### src/rtl/vx_wb_arbiter_pkg.sv
// Shared writeback-arbiter definitions: requester indices, default
// geometry, lock FSM states and the round-robin pointer wrap helper.
package vx_wb_arbiter_pkg;

    // Commit-stream requester indices, shared with the instantiating core
    localparam int WB_REQ_ALU  = 0;
    localparam int WB_REQ_LSU  = 1;
    localparam int WB_REQ_CSR  = 2;
    localparam int WB_REQ_FPU  = 3;
    localparam int WB_REQ_GPU  = 4;
    localparam int WB_NUM_REQS = 5;

    // Default datapath geometry
    localparam int WB_NUM_THREADS = 4;
    localparam int WB_NW_BITS     = 2;
    localparam int WB_NR_BITS     = 5;

    // IDLE: free arbitration; LOCKED: a multi-beat packet owns the port
    typedef enum logic {
        ARB_IDLE   = 1'b0,
        ARB_LOCKED = 1'b1
    } arb_state_e;

    // Advance an index by one, wrapping at n rather than at a power of two
    function automatic int unsigned wrap_inc(input int unsigned idx, input int unsigned n);
        return (idx + 1 >= n) ? 0 : idx + 1;
    endfunction

endpackage

### src/rtl/vx_wb_arbiter_rr_picker.sv
// Combinational round-robin picker: starting at ptr and wrapping modulo
// NUM_REQS, returns the first valid requester as one-hot and as an index.
module vx_wb_arbiter_rr_picker
    import vx_wb_arbiter_pkg::*;
#(
    parameter int NUM_REQS = WB_NUM_REQS,
    parameter int IDX_W    = (NUM_REQS > 1) ? $clog2(NUM_REQS) : 1
) (
    input  logic [NUM_REQS-1:0] valid,
    input  logic [IDX_W-1:0]    ptr,
    output logic [NUM_REQS-1:0] grant,
    output logic [IDX_W-1:0]    index
);

    int               pos;
    logic [IDX_W-1:0] pos_idx;
    logic             found;

    // Scan from the priority pointer, first valid hit wins
    always_comb begin
        grant   = '0;
        index   = '0;
        found   = 1'b0;
        pos     = 0;
        pos_idx = '0;
        for (int k = 0; k < NUM_REQS; k++) begin
            pos = int'(ptr) + k;
            if (pos >= NUM_REQS) begin
                pos = pos - NUM_REQS;
            end
            pos_idx = IDX_W'(pos);
            if (!found && valid[pos_idx]) begin
                found          = 1'b1;
                grant[pos_idx] = 1'b1;
                index          = pos_idx;
            end
        end
    end

endmodule

### src/rtl/vx_wb_arbiter.sv
// Writeback arbiter: shares the single GPR write port among the commit
// streams with round-robin fairness, holds the grant across multi-beat
// packets until eop, and registers the winning beat onto the wb bus.
module vx_wb_arbiter
    import vx_wb_arbiter_pkg::*;
#(
    parameter int NUM_REQS    = WB_NUM_REQS,
    parameter int NUM_THREADS = WB_NUM_THREADS,
    parameter int NW_BITS     = WB_NW_BITS,
    parameter int NR_BITS     = WB_NR_BITS
) (
    input  logic                               clk,
    input  logic                               reset,
    input  logic [NUM_REQS-1:0]                req_valid,
    input  logic [NUM_REQS*NW_BITS-1:0]        req_wid,
    input  logic [NUM_REQS*32-1:0]             req_PC,
    input  logic [NUM_REQS*NUM_THREADS-1:0]    req_tmask,
    input  logic [NUM_REQS*NR_BITS-1:0]        req_rd,
    input  logic [NUM_REQS*NUM_THREADS*32-1:0] req_data,
    input  logic [NUM_REQS-1:0]                req_eop,
    output logic [NUM_REQS-1:0]                req_ready,
    output logic                               wb_valid,
    output logic [NW_BITS-1:0]                 wb_wid,
    output logic [31:0]                        wb_PC,
    output logic [NUM_THREADS-1:0]             wb_tmask,
    output logic [NR_BITS-1:0]                 wb_rd,
    output logic [NUM_THREADS*32-1:0]          wb_data,
    output logic                               wb_eop
);

    localparam int IDX_W  = (NUM_REQS > 1) ? $clog2(NUM_REQS) : 1;
    localparam int LANE_W = NUM_THREADS * 32;

    arb_state_e          state;
    logic [IDX_W-1:0]    rr_ptr;
    logic [IDX_W-1:0]    lock_idx;
    logic [NUM_REQS-1:0] pick_grant;
    logic [IDX_W-1:0]    pick_idx;
    logic [IDX_W-1:0]    grant_idx;
    logic                fire;
    logic                grant_eop;

    vx_wb_arbiter_rr_picker #(
        .NUM_REQS (NUM_REQS),
        .IDX_W    (IDX_W)
    ) rr_picker (
        .valid (req_valid),
        .ptr   (rr_ptr),
        .grant (pick_grant),
        .index (pick_idx)
    );

    // While locked only the packet owner can be granted, otherwise round-robin
    always_comb begin
        req_ready = '0;
        grant_idx = pick_idx;
        if (state == ARB_LOCKED) begin
            grant_idx = lock_idx;
            if (req_valid[lock_idx]) begin
                req_ready = NUM_REQS'(1) << lock_idx;
            end
        end else begin
            req_ready = pick_grant;
        end
        fire      = |(req_valid & req_ready);
        grant_eop = req_eop[grant_idx];
    end

    // Lock FSM: non-eop beats lock the owner, an eop beat frees the port and
    // moves the priority pointer just past the requester that finished
    always_ff @(posedge clk or posedge reset) begin
        if (reset) begin
            state    <= ARB_IDLE;
            rr_ptr   <= '0;
            lock_idx <= '0;
        end else if (fire) begin
            if (grant_eop) begin
                state  <= ARB_IDLE;
                rr_ptr <= IDX_W'(wrap_inc(32'(grant_idx), NUM_REQS));
            end else begin
                state    <= ARB_LOCKED;
                lock_idx <= grant_idx;
            end
        end
    end

    // Writeback register: payload only reloads on a fired beat, else holds
    always_ff @(posedge clk or posedge reset) begin
        if (reset) begin
            wb_valid <= 1'b0;
            wb_wid   <= '0;
            wb_PC    <= '0;
            wb_tmask <= '0;
            wb_rd    <= '0;
            wb_data  <= '0;
            wb_eop   <= 1'b0;
        end else begin
            wb_valid <= fire;
            if (fire) begin
                wb_wid   <= req_wid[grant_idx*NW_BITS +: NW_BITS];
                wb_PC    <= req_PC[grant_idx*32 +: 32];
                wb_tmask <= req_tmask[grant_idx*NUM_THREADS +: NUM_THREADS];
                wb_rd    <= req_rd[grant_idx*NR_BITS +: NR_BITS];
                wb_data  <= req_data[grant_idx*LANE_W +: LANE_W];
                wb_eop   <= grant_eop;
            end
        end
    end

    // Grant sanity: one-hot0, only to valid requesters, only to owner when locked
    a_ready_onehot0: assert property (@(posedge clk) disable iff (reset)
        $onehot0(req_ready));
    a_ready_valid: assert property (@(posedge clk) disable iff (reset)
        (req_ready & ~req_valid) == '0);
    a_ready_locked: assert property (@(posedge clk) disable iff (reset)
        (state == ARB_LOCKED) |-> ((req_ready & ~(NUM_REQS'(1) << lock_idx)) == '0));

endmodule

### config.mk
export PLATFORM = sky130hd
export DESIGN_NAME = vx_wb_arbiter
export DESIGN_NICKNAME = d
export VERILOG_FILES = /design/src/rtl/vx_wb_arbiter_pkg.sv /design/src/rtl/vx_wb_arbiter_rr_picker.sv /design/src/rtl/vx_wb_arbiter.sv
export SDC_FILE = /design/constraint.sdc
export NUM_CORES = 1
export LEC_CHECK = 0
export BUFFER_PORTS_ARGS = -buffer_cell sky130_fd_sc_hd__buf_2
export CAP_MARGIN = 20
export CORE_AREA = 2 2 412 414
export CTS_CLUSTER_DIAMETER = 30
export CTS_CLUSTER_SIZE = 25
export DETAILED_ROUTE_END_ITERATION = 7
export DIE_AREA = 0 0 414 416
export PLACE_DENSITY = 0.3
export SLEW_MARGIN = 20
export SYNTH_ARGS = -nofsm -noshare
export SYNTH_HDL_FRONTEND = slang
export SYNTH_SLANG_ARGS = --single-unit
### constraint.sdc
create_clock -name clk -period 5.3 [get_ports clk]
set_input_delay 0.53 -clock clk [delete_from_list [all_inputs] [get_ports clk]]
set_output_delay 0.53 -clock clk [all_outputs]
set_load 0.01 [all_outputs]
==> impl_results.md, run 1 <==
- Outcome: complete, no violations
- CTS Hold Bufs: 0
- Compound-Gate Fraction of Synth Area: 32.9%
- Largest net degree at the start of global routing: 90
- Critical Path Fanout Max: 23
- Cells after Synth: 1836
- Largest family of logic cells by synthesized area: compound AO/OA/AOI/OAI gates
- DR pass1 iterations: 5
- Layout cells sized above 1: 44.5%
- Slew @ Worst Pin: 0.731 ns
- RSZ-0062 raised after global routing: no
- Final period utilization: 94.9%
- TritonCTS Sinks: 180
- DP HPWL: 103000 um
- Area of the core: 168000 um^2
- Relative slew margins: 51.3%
- # setup viols final: 0
- Final ANT Viol Nets: 0
- Chip width: 414 um
- Post-synth top area cell: dfrtp_1
- Top_reg_cell synth: dfrtp_1
- Max Slew Vio Count: 0
- Drc violations: 0
- Initial antenna violation count: 48
- Initial drt markers: 1205
- Total gr overflow: 0
- Reg2reg setup slack: 0.27 ns
- Vias per Instance: 3.79
- Area growth, synth to finish: 64.3%
- Most frequent cell after synthesis: nor2_1
- Final cell count without fillers: 5149
- Post-Syn Area: 15000 um^2
- Clock Path Buffers: 2
- Die Height: 416 um
- Detailed Route WL: 125000 um
- Synth top area cells: dfrtp_1 (30%), nor2_1 (13%), mux2i_1 (12%), a22o_1 (10%), a2bb2oi_1 (10%)
- Clock Skews: 0.0197 ns
- PortBufs: 1044
- Tmin final: 5.03 ns
- EDFF count, synth: 0
- R2R depth: 16
- Hold WC Path Type: primary input to asynchronous set/reset pin
- Worst Path Class, Setup: register to register
- Worst-path clk slew: 0.09 ns
- Placed Cells: 5098
- Max frequency: 199 MHz
- CTS tree: built
- CP required: 5.75 ns
- Final nets: 3777
- Num CTS Buffers: 17
- First-pass GRT wire length: 166000 um
- Critical path data arrival time: 5.48 ns
- Post-synthesis adder-cell area fraction: 0.801%
- I/O pin cnt: 1045
- Netlist cell types: 78
- Fillers: 19700
- Routability cong.: 0.946
- Worst setup EP type: register
- Hold Vio Cnt, Final: 0
- CP Launch Type: register
- Synth Register Bits: 180
- Core Rows: 151
- Via count: 19500
- Wire length per cell: 24.2 um
- Total track usage: 13.9%
- Share of the synthesized area in the top cell type: 30.0%
- Register area share after synthesis: 30.0%
- Root Driver: clkbuf_16
- Post-synth top cells: nor2_1 (539), dfrtp_1 (180), mux2i_1 (179)
- Die area: 172000 um^2
- MaxCap Viol Count: 0
- Htree depth: 4
- Clock Latency Late Sink: 0.56 ns
- Mapped Nets: 2712
- Initial Utilization: 8.92%
- Syn Area/Cell: 8.17 um^2
- FFs w/ async S/R, synth: 100%
- Post-Synth Simple-Gate Area: 17.3%
- Total number of yosys warnings: 0
- Vias in the first global route: 19800
- Post-Synth XOR/XNOR Area: 0.234%
- Post-synthesis mux area share: 12.3%
-- final timing paths --
kind / endpoint / start
max in group asynchronous: rr_ptr[1] / reset
setup / recovery: wb_data[126] / rr_ptr[1]
min in group clk: wb_PC[30] / req_PC[158]
hold reg to reg: wb_data[79] / wb_data[79]
setup reg to reg: wb_data[126] / rr_ptr[1]
hold / removal: wb_data[94] / reset
-- per-layer routing --
metal  track usage, %  part of all wire, %
met1             16.6                   41
met4             4.77                  2.7
met3             4.15                  7.0
met5                0                 0.13
met2             23.6                   49
-- layout make-up --
type | count | area, um^2 | area share [%]
inverter | 16 | 63.8 | 0.259
antenna | 17 | 42.5 | 0.173
timing repair buffer | 1228 | 7070 | 28.7
clock inverter | 15 | 188 | 0.761
clock buffer | 17 | 425 | 1.73
multi-input combinational | 1458 | 9590 | 38.9
tap | 2218 | 2780 | 11.3
sequential | 180 | 4510 | 18.3
-- flip-flops by register name, indices dropped and copies added, names as in the netlist --
signal / count
wb_data: 128
lock_idx: 3
wb_PC: 32
wb_eop: 1
state: 1
rr_ptr: 3
wb_rd: 5
wb_tmask: 4
wb_valid: 1
wb_wid: 2
-- cell families after synthesis --
family	count (synthesis)
and+or+nand+nor	635
AOI/OAI and AO/OA	626
buffers and inverters	198
muxes	184
DFF	180
adders and majority gates	9
xor gates and xnor gates	4
-- cells in the final DEF (no fill, tap or decap), drive strengths merged, types with 10 or more instances in the layout --
master / count
dfrtp: 180
a22o: 171
clkbuf: 17
nand2: 30
nor3: 10
a31oi: 10
o22ai: 178
diode: 17
buf: 1228
mux2i: 179
nand2b: 13
nor2: 539
a2bb2oi: 171
inv: 22
o21ai: 22
a21oi: 12
-- through the flow --
step | utilization (%) | setup TNS (ns) | instance area [um^2] | setup WS (ns) | hold slack (ns)
CTS | 14.6 | 0 | 24600 | 0.125 | 0.0237
finish | 14.7 | 0 | 24700 | 0.269 | 0.0638
global placement | 14.3 | -0.0572 | 24000 | -0.0572 | 0.485
floorplan | - | 0 | 15000 | 1.12 | 0.531
global route | 14.7 | 0 | 24600 | 0.0458 | 0.0678
detailed placement | 14.3 | -0.0311 | 24000 | -0.0311 | 0.486
-- worst max-delay path, stage by stage (launching register included) --
cell	delay [ns]
dfrtp_2	0.50
inv_1	0.26
ha_1	0.28
ha_2	0.40
a211oi_1	0.35
nor2_1	0.16
o2111ai_1	0.17
o211ai_1	0.23
nor4b_4	0.43
a21boi_1	0.16
o221a_4	0.32
nor2_4	0.26
buf_12	0.24
buf_12	0.23
a2bb2oi_1	0.52
o22ai_1	0.14
a22o_1	0.19
-- what timing repair did --
item / 4_1_cts / 5_1_grt
gates cloned: 0 / 0
pin swaps: 0 / 1
buffers inserted: 0 / 2
setup endpoints to repair: 1 / 11
gates resized for setup: 1 / 3
Power of run 1 is not shown: default switching activity piles up to over one toggle a cycle in this logic, so the estimate is an artifact.
==> run 2, diff against run 1 <==
Settings changed: CELL_PAD_IN_SITES_DETAIL_PLACEMENT set to 1, CELL_PAD_IN_SITES_GLOBAL_PLACEMENT set to 1, PLACE_DENSITY 0.3 to 0.38.
==> run 2 against run 1 <==
Net effect:
- global-route usage grew 0.58 points
- clock skew shrank 0.00098 ns
- sequential share of layout area shrank 0.095 points
- via count grew 0.23%
- first-iteration DRC count shrank 21%
- final cell count grew 0.23%
- sequential cell count is the same
- maximum frequency shrank 0.16%
- wire length grew 4.0%
- die area is the same
- clock-buffer cell count is the same
- critical endpoint unchanged
- largest cell class unchanged
==> impl_results.md, run 2 (synthesized netlist as in run 1, its figures left out) <==
- Total gr overflow: 0
- Htree depth: 4
- Max reg flops: 128
- Outcome: complete, no violations
- R2R depth: 17
- Layout cells sized above 1: 45.0%
- Final nets: 3799
- Num CTS Buffers: 17
- # setup viols final: 0
- Routability cong.: 0.893
- Hold Vio Cnt, Final: 0
- CTS tree: built
- Area of the core: 168000 um^2
- Chip width: 414 um
- Initial Utilization: 8.92%
- CP Launch Type: register
- Initial drt markers: 952
- Largest net degree at the start of global routing: 115
- Drc violations: 0
- Die Height: 416 um
- Largest Register: wb_data
- I/O pin cnt: 1045
- Worst-path clk slew: 0.10 ns
- Tmin final: 5.04 ns
- DP HPWL: 109000 um
- Slew @ Worst Pin: 0.902 ns
- Commonest non-fill, non-tap cells in the layout: buf_2 (1044), nor2_1 (537), mux2i_1 (179), dfrtp_1 (179), o22ai_1 (178)
- Critical path endpoint: wb_data[126]
- Util after Layout: 14.7%
- PortBufs: 1044
- Clock Path Buffers: 2
- Final ANT Viol Nets: 0
- Die area: 172000 um^2
- CTS Hold Bufs: 0
- CP required: 5.72 ns
- Wire length per cell: 25.1 um
- CP startpoint: rr_ptr[0]
- R2r endpoint: wb_data[126]
- Biggest regs: wb_data: 128 flops, wb_PC: 32 flops, wb_rd: 5 flops
- Max Slew Vio Count: 0
- DR pass1 iterations: 5
- Clock Skews: 0.0188 ns
- Hold_ws: 0.125 ns
- Commonest non-fill, non-tap cell in the layout: buf_2
- Fillers: 20300
- Critical path data arrival time: 5.46 ns
- Via count: 19600
- Vias in the first global route: 20300
- Worst setup EP type: register
- Area growth, synth to finish: 65.2%
- RSZ-0062 raised after global routing: no
- Crit Reg-Reg Startpoint: rr_ptr[0]
- TritonCTS Sinks: 180
- Initial antenna violation count: 46
- Relative slew margins: 39.9%
- Max frequency: 198 MHz
- Core Rows: 151
- Critical Path Fanout Max: 37
- Final setup TNS: 0 ns
- MaxCap Viol Count: 0
- Vias per Instance: 3.79
- Detailed Route WL: 130000 um
- First-pass GRT wire length: 174000 um
- Final period utilization: 95.1%
- Hold WC Path Type: primary input to asynchronous set/reset pin
- Clock Latency Late Sink: 0.53 ns
- Total track usage: 14.5%
- Worst Path Class, Setup: register to register
- Root Driver: clkbuf_16
- Reg2reg setup slack: 0.26 ns
[run 2: critical path: stages, from the launching register on]
cell and delay [ns]:
dfrtp_1 0.39, inv_2 0.21, ha_1 0.24, inv_1 0.07, fa_1 0.51, o21ba_2 0.26, or2_1 0.26, o211ai_1 0.21
and3_1 0.37, nand2_1 0.09, o311a_1 0.38, o221a_4 0.30, nor2_4 0.24, buf_12 0.25, buf_12 0.29, a2bb2oi_1 0.48
o22ai_1 0.14, a22o_1 0.19
[run 2: worst min path at each step]
stage,from,to,cells after the start
after detailed placement,wb_data[117],wb_data[117],1
after floorplan,wb_eop,wb_eop,1
after global placement,wb_data[66],wb_data[66],1
after global routing,reset,wb_data[28],3
after CTS,reset,wb_data[28],3
final,reset,wb_data[28],3
[run 2: timing repair]
| action | 4_1_cts | 5_1_grt |
|---|---|---|
| buffers inserted | 0 | 4 |
| gates resized for setup | 1 | 5 |
| endpoints found under the setup margin | 1 | 85 |
| pin swaps | 0 | 2 |
[run 2: metrics by stage]
step / setup WS [ns] / cells / area (um^2)
2_1_floorplan: 1.12 / 1836 / 15000
3_3_place_gp: 0.0231 / 5118 / 24200
3_5_place_dp: -0.0558 / 5118 / 24200
4_1_cts: 0.00844 / 5149 / 24700
5_1_grt: 0.0936 / 5160 / 24800
6_report: 0.261 / 5161 / 24800
[run 2: final cells by class]
| type | count | area [um^2] | share of cell area (%) |
|---|---|---|---|
| antenna | 8 | 20.0 | 0.0808 |
| tap | 2218 | 2780 | 11.2 |
| timing repair buffer | 1250 | 7270 | 29.3 |
| sequential | 180 | 4510 | 18.2 |
| inverter | 16 | 63.8 | 0.257 |
| multi-input combinational | 1458 | 9600 | 38.7 |
| clock buffer | 17 | 425 | 1.72 |
| clock inverter | 14 | 120 | 0.485 |
[run 2: layer usage]
metal  up-vias  wire [um]  GRT usage (%)
met5         -        123              0
met4        18       1530           2.45
met3       103       5710           2.74
met2       668      65500           25.5
met1      9761      56700           18.4
li1       9025          -              -
Power of run 2 is left out for the same reason.
==> run 3, diff against run 2 <==
Settings changed: CELL_PAD_IN_SITES_DETAIL_PLACEMENT 1 to 0.
==> run 3 against run 2 <==
Net effect:
- sequential cell count did not move
- critical endpoint is now wb_data[121]
- non-clock buffer count decreased by 3
- worst setup slack worse by 0.062 ns
==> impl_results.md, run 3 (synthesized netlist as in run 1, its figures left out) <==
- Drc violations: 0
- Critical Path Fanout Max: 37
- Area growth, synth to finish: 65.5%
- Total track usage: 14.2%
- DR pass1 iterations: 7
- Critical path data arrival time: 5.52 ns
- Die area: 172000 um^2
- PortBufs: 1044
- CTS tree: built
- Clock Skews: 0.0236 ns
- Detailed Route WL: 128000 um
- Num CTS Buffers: 17
- Commonest non-fill, non-tap cells in the layout: buf_2 (1044), nor2_1 (537), mux2i_1 (179), dfrtp_1 (179), o22ai_1 (178)
- Clock Path Buffers: 2
- Final nets: 3796
- Slew @ Worst Pin: 0.885 ns
- Max Slew Vio Count: 0
- Initial Utilization: 8.92%
- Max reg flops: 128
- Largest stage delay, worst path: 0.50 ns
- Initial antenna violation count: 51
- Core Rows: 151
- Initial drt markers: 1153
- CP Launch Type: register
- R2r endpoint: wb_data[121]
- Hold Vio Cnt, Final: 0
- Worst Path Class, Setup: register to register
- Hold_ws: 0.110 ns
- Layout cells sized above 1: 44.9%
- Chip width: 414 um
- Largest net degree at the start of global routing: 115
- Critical path endpoint: wb_data[121]
- Total gr overflow: 0
- RSZ-0062 raised after global routing: no
- Largest Register: wb_data
- Crit path max-delay cell type: a2bb2oi_1
- Root Driver: clkbuf_16
- CP top delay family: compound AO/OA/AOI/OAI gates
- Wire length per cell: 24.8 um
- Hold WC Path Type: primary input to asynchronous set/reset pin
- # setup viols final: 0
- Vias per Instance: 3.79
- Fillers: 19600
- Util after Layout: 14.8%
- First-pass GRT wire length: 171000 um
- CP startpoint: rr_ptr[1]
- WP depth: 16
- Crit Reg-Reg Startpoint: rr_ptr[1]
- Max frequency: 196 MHz
- Die Height: 416 um
- Tmin final: 5.10 ns
- Vias in the first global route: 19700
- Commonest non-fill, non-tap cell in the layout: buf_2
- Outcome: complete, no violations
- Biggest regs: wb_data: 128 flops, wb_PC: 32 flops, wb_rd: 5 flops
- Htree depth: 4
- Worst setup EP type: register
- TritonCTS Sinks: 180
- MaxCap Viol Count: 0
- CP Cell Sequence: inv_1, ha_1, ha_1, nand2b_1, o22ai_1, or3b_1, a211oi_4, nor2_1, o311a_1, o221a_4, nor2_4, buf_12, buf_12, a2bb2oi_1, o22ai_1, a22o_1
- CP required: 5.72 ns
- R2R depth: 16
- Worst-path clk slew: 0.10 ns
- Area of the core: 168000 um^2
- Routability cong.: 0.893
- Reg2reg setup slack: 0.20 ns
- I/O pin cnt: 1045
- Via count: 19600
- CP bufs+invs: 3
- DP HPWL: 107000 um
- Final period utilization: 96.2%
- Final ANT Viol Nets: 0
- Relative slew margins: 41.0%
- Clock Latency Late Sink: 0.54 ns
- Final cell count without fillers: 5163
- Placed Cells: 5118
-- run 3: per-stage QoR --
stage               TNS (ns)  worst slack [ns]  instance area, um^2
floorplan                  0              1.12                15000
global placement           0            0.0231                24200
detailed placement  -0.00990          -0.00990                24200
CTS                        0            0.0179                24800
global route               0            0.0310                24800
finish                     0             0.200                24800
-- run 3: routing by layer --
layer | GRT usage [%] | wire length [um]
met3 | 3.29 | 7630
met5 | 0 | 157
met1 | 17.7 | 53700
met2 | 25.2 | 64700
met4 | 2.44 | 1740
-- run 3: worst min-delay path by stage --
stage,from,end,slack [ns]
2_1_floorplan,wb_eop,wb_eop,0.53
3_3_place_gp,wb_data[66],wb_data[66],0.48
3_5_place_dp,wb_data[41],wb_data[41],0.48
4_1_cts,reset,wb_tmask[0],0.07
5_1_grt,reset,wb_rd[2],0.08
6_report,reset,wb_tmask[0],0.11
-- run 3: final cells by class --
type	instances	area, um^2	area share [%]
clock buffer	17	425	1.71
multi-input combinational	1458	9600	38.7
sequential	180	4510	18.1
inverter	16	63.8	0.257
timing repair buffer	1247	7250	29.2
clock inverter	15	179	0.721
tap	2218	2780	11.2
antenna	12	30.0	0.121
-- run 3: worst reg2reg max path: stages (launching register included) --
cell and delay (ns):
dfrtp_2 0.49, inv_1 0.20, ha_1 0.27, ha_1 0.45, nand2b_1 0.16, o22ai_1 0.12, or3b_1 0.42, a211oi_4 0.42
nor2_1 0.13, o311a_1 0.34, o221a_4 0.30, nor2_4 0.24, buf_12 0.22, buf_12 0.35, a2bb2oi_1 0.55, o22ai_1 0.15
a22o_1 0.19
-- run 3: repair_timing --
action	CTS	global route
hold buffers	0	0
setup endpoints to repair	1	105
resized for setup	1	4
pin swaps	0	1
buffers inserted	0	1
Power of run 3 is left out for the same reason.
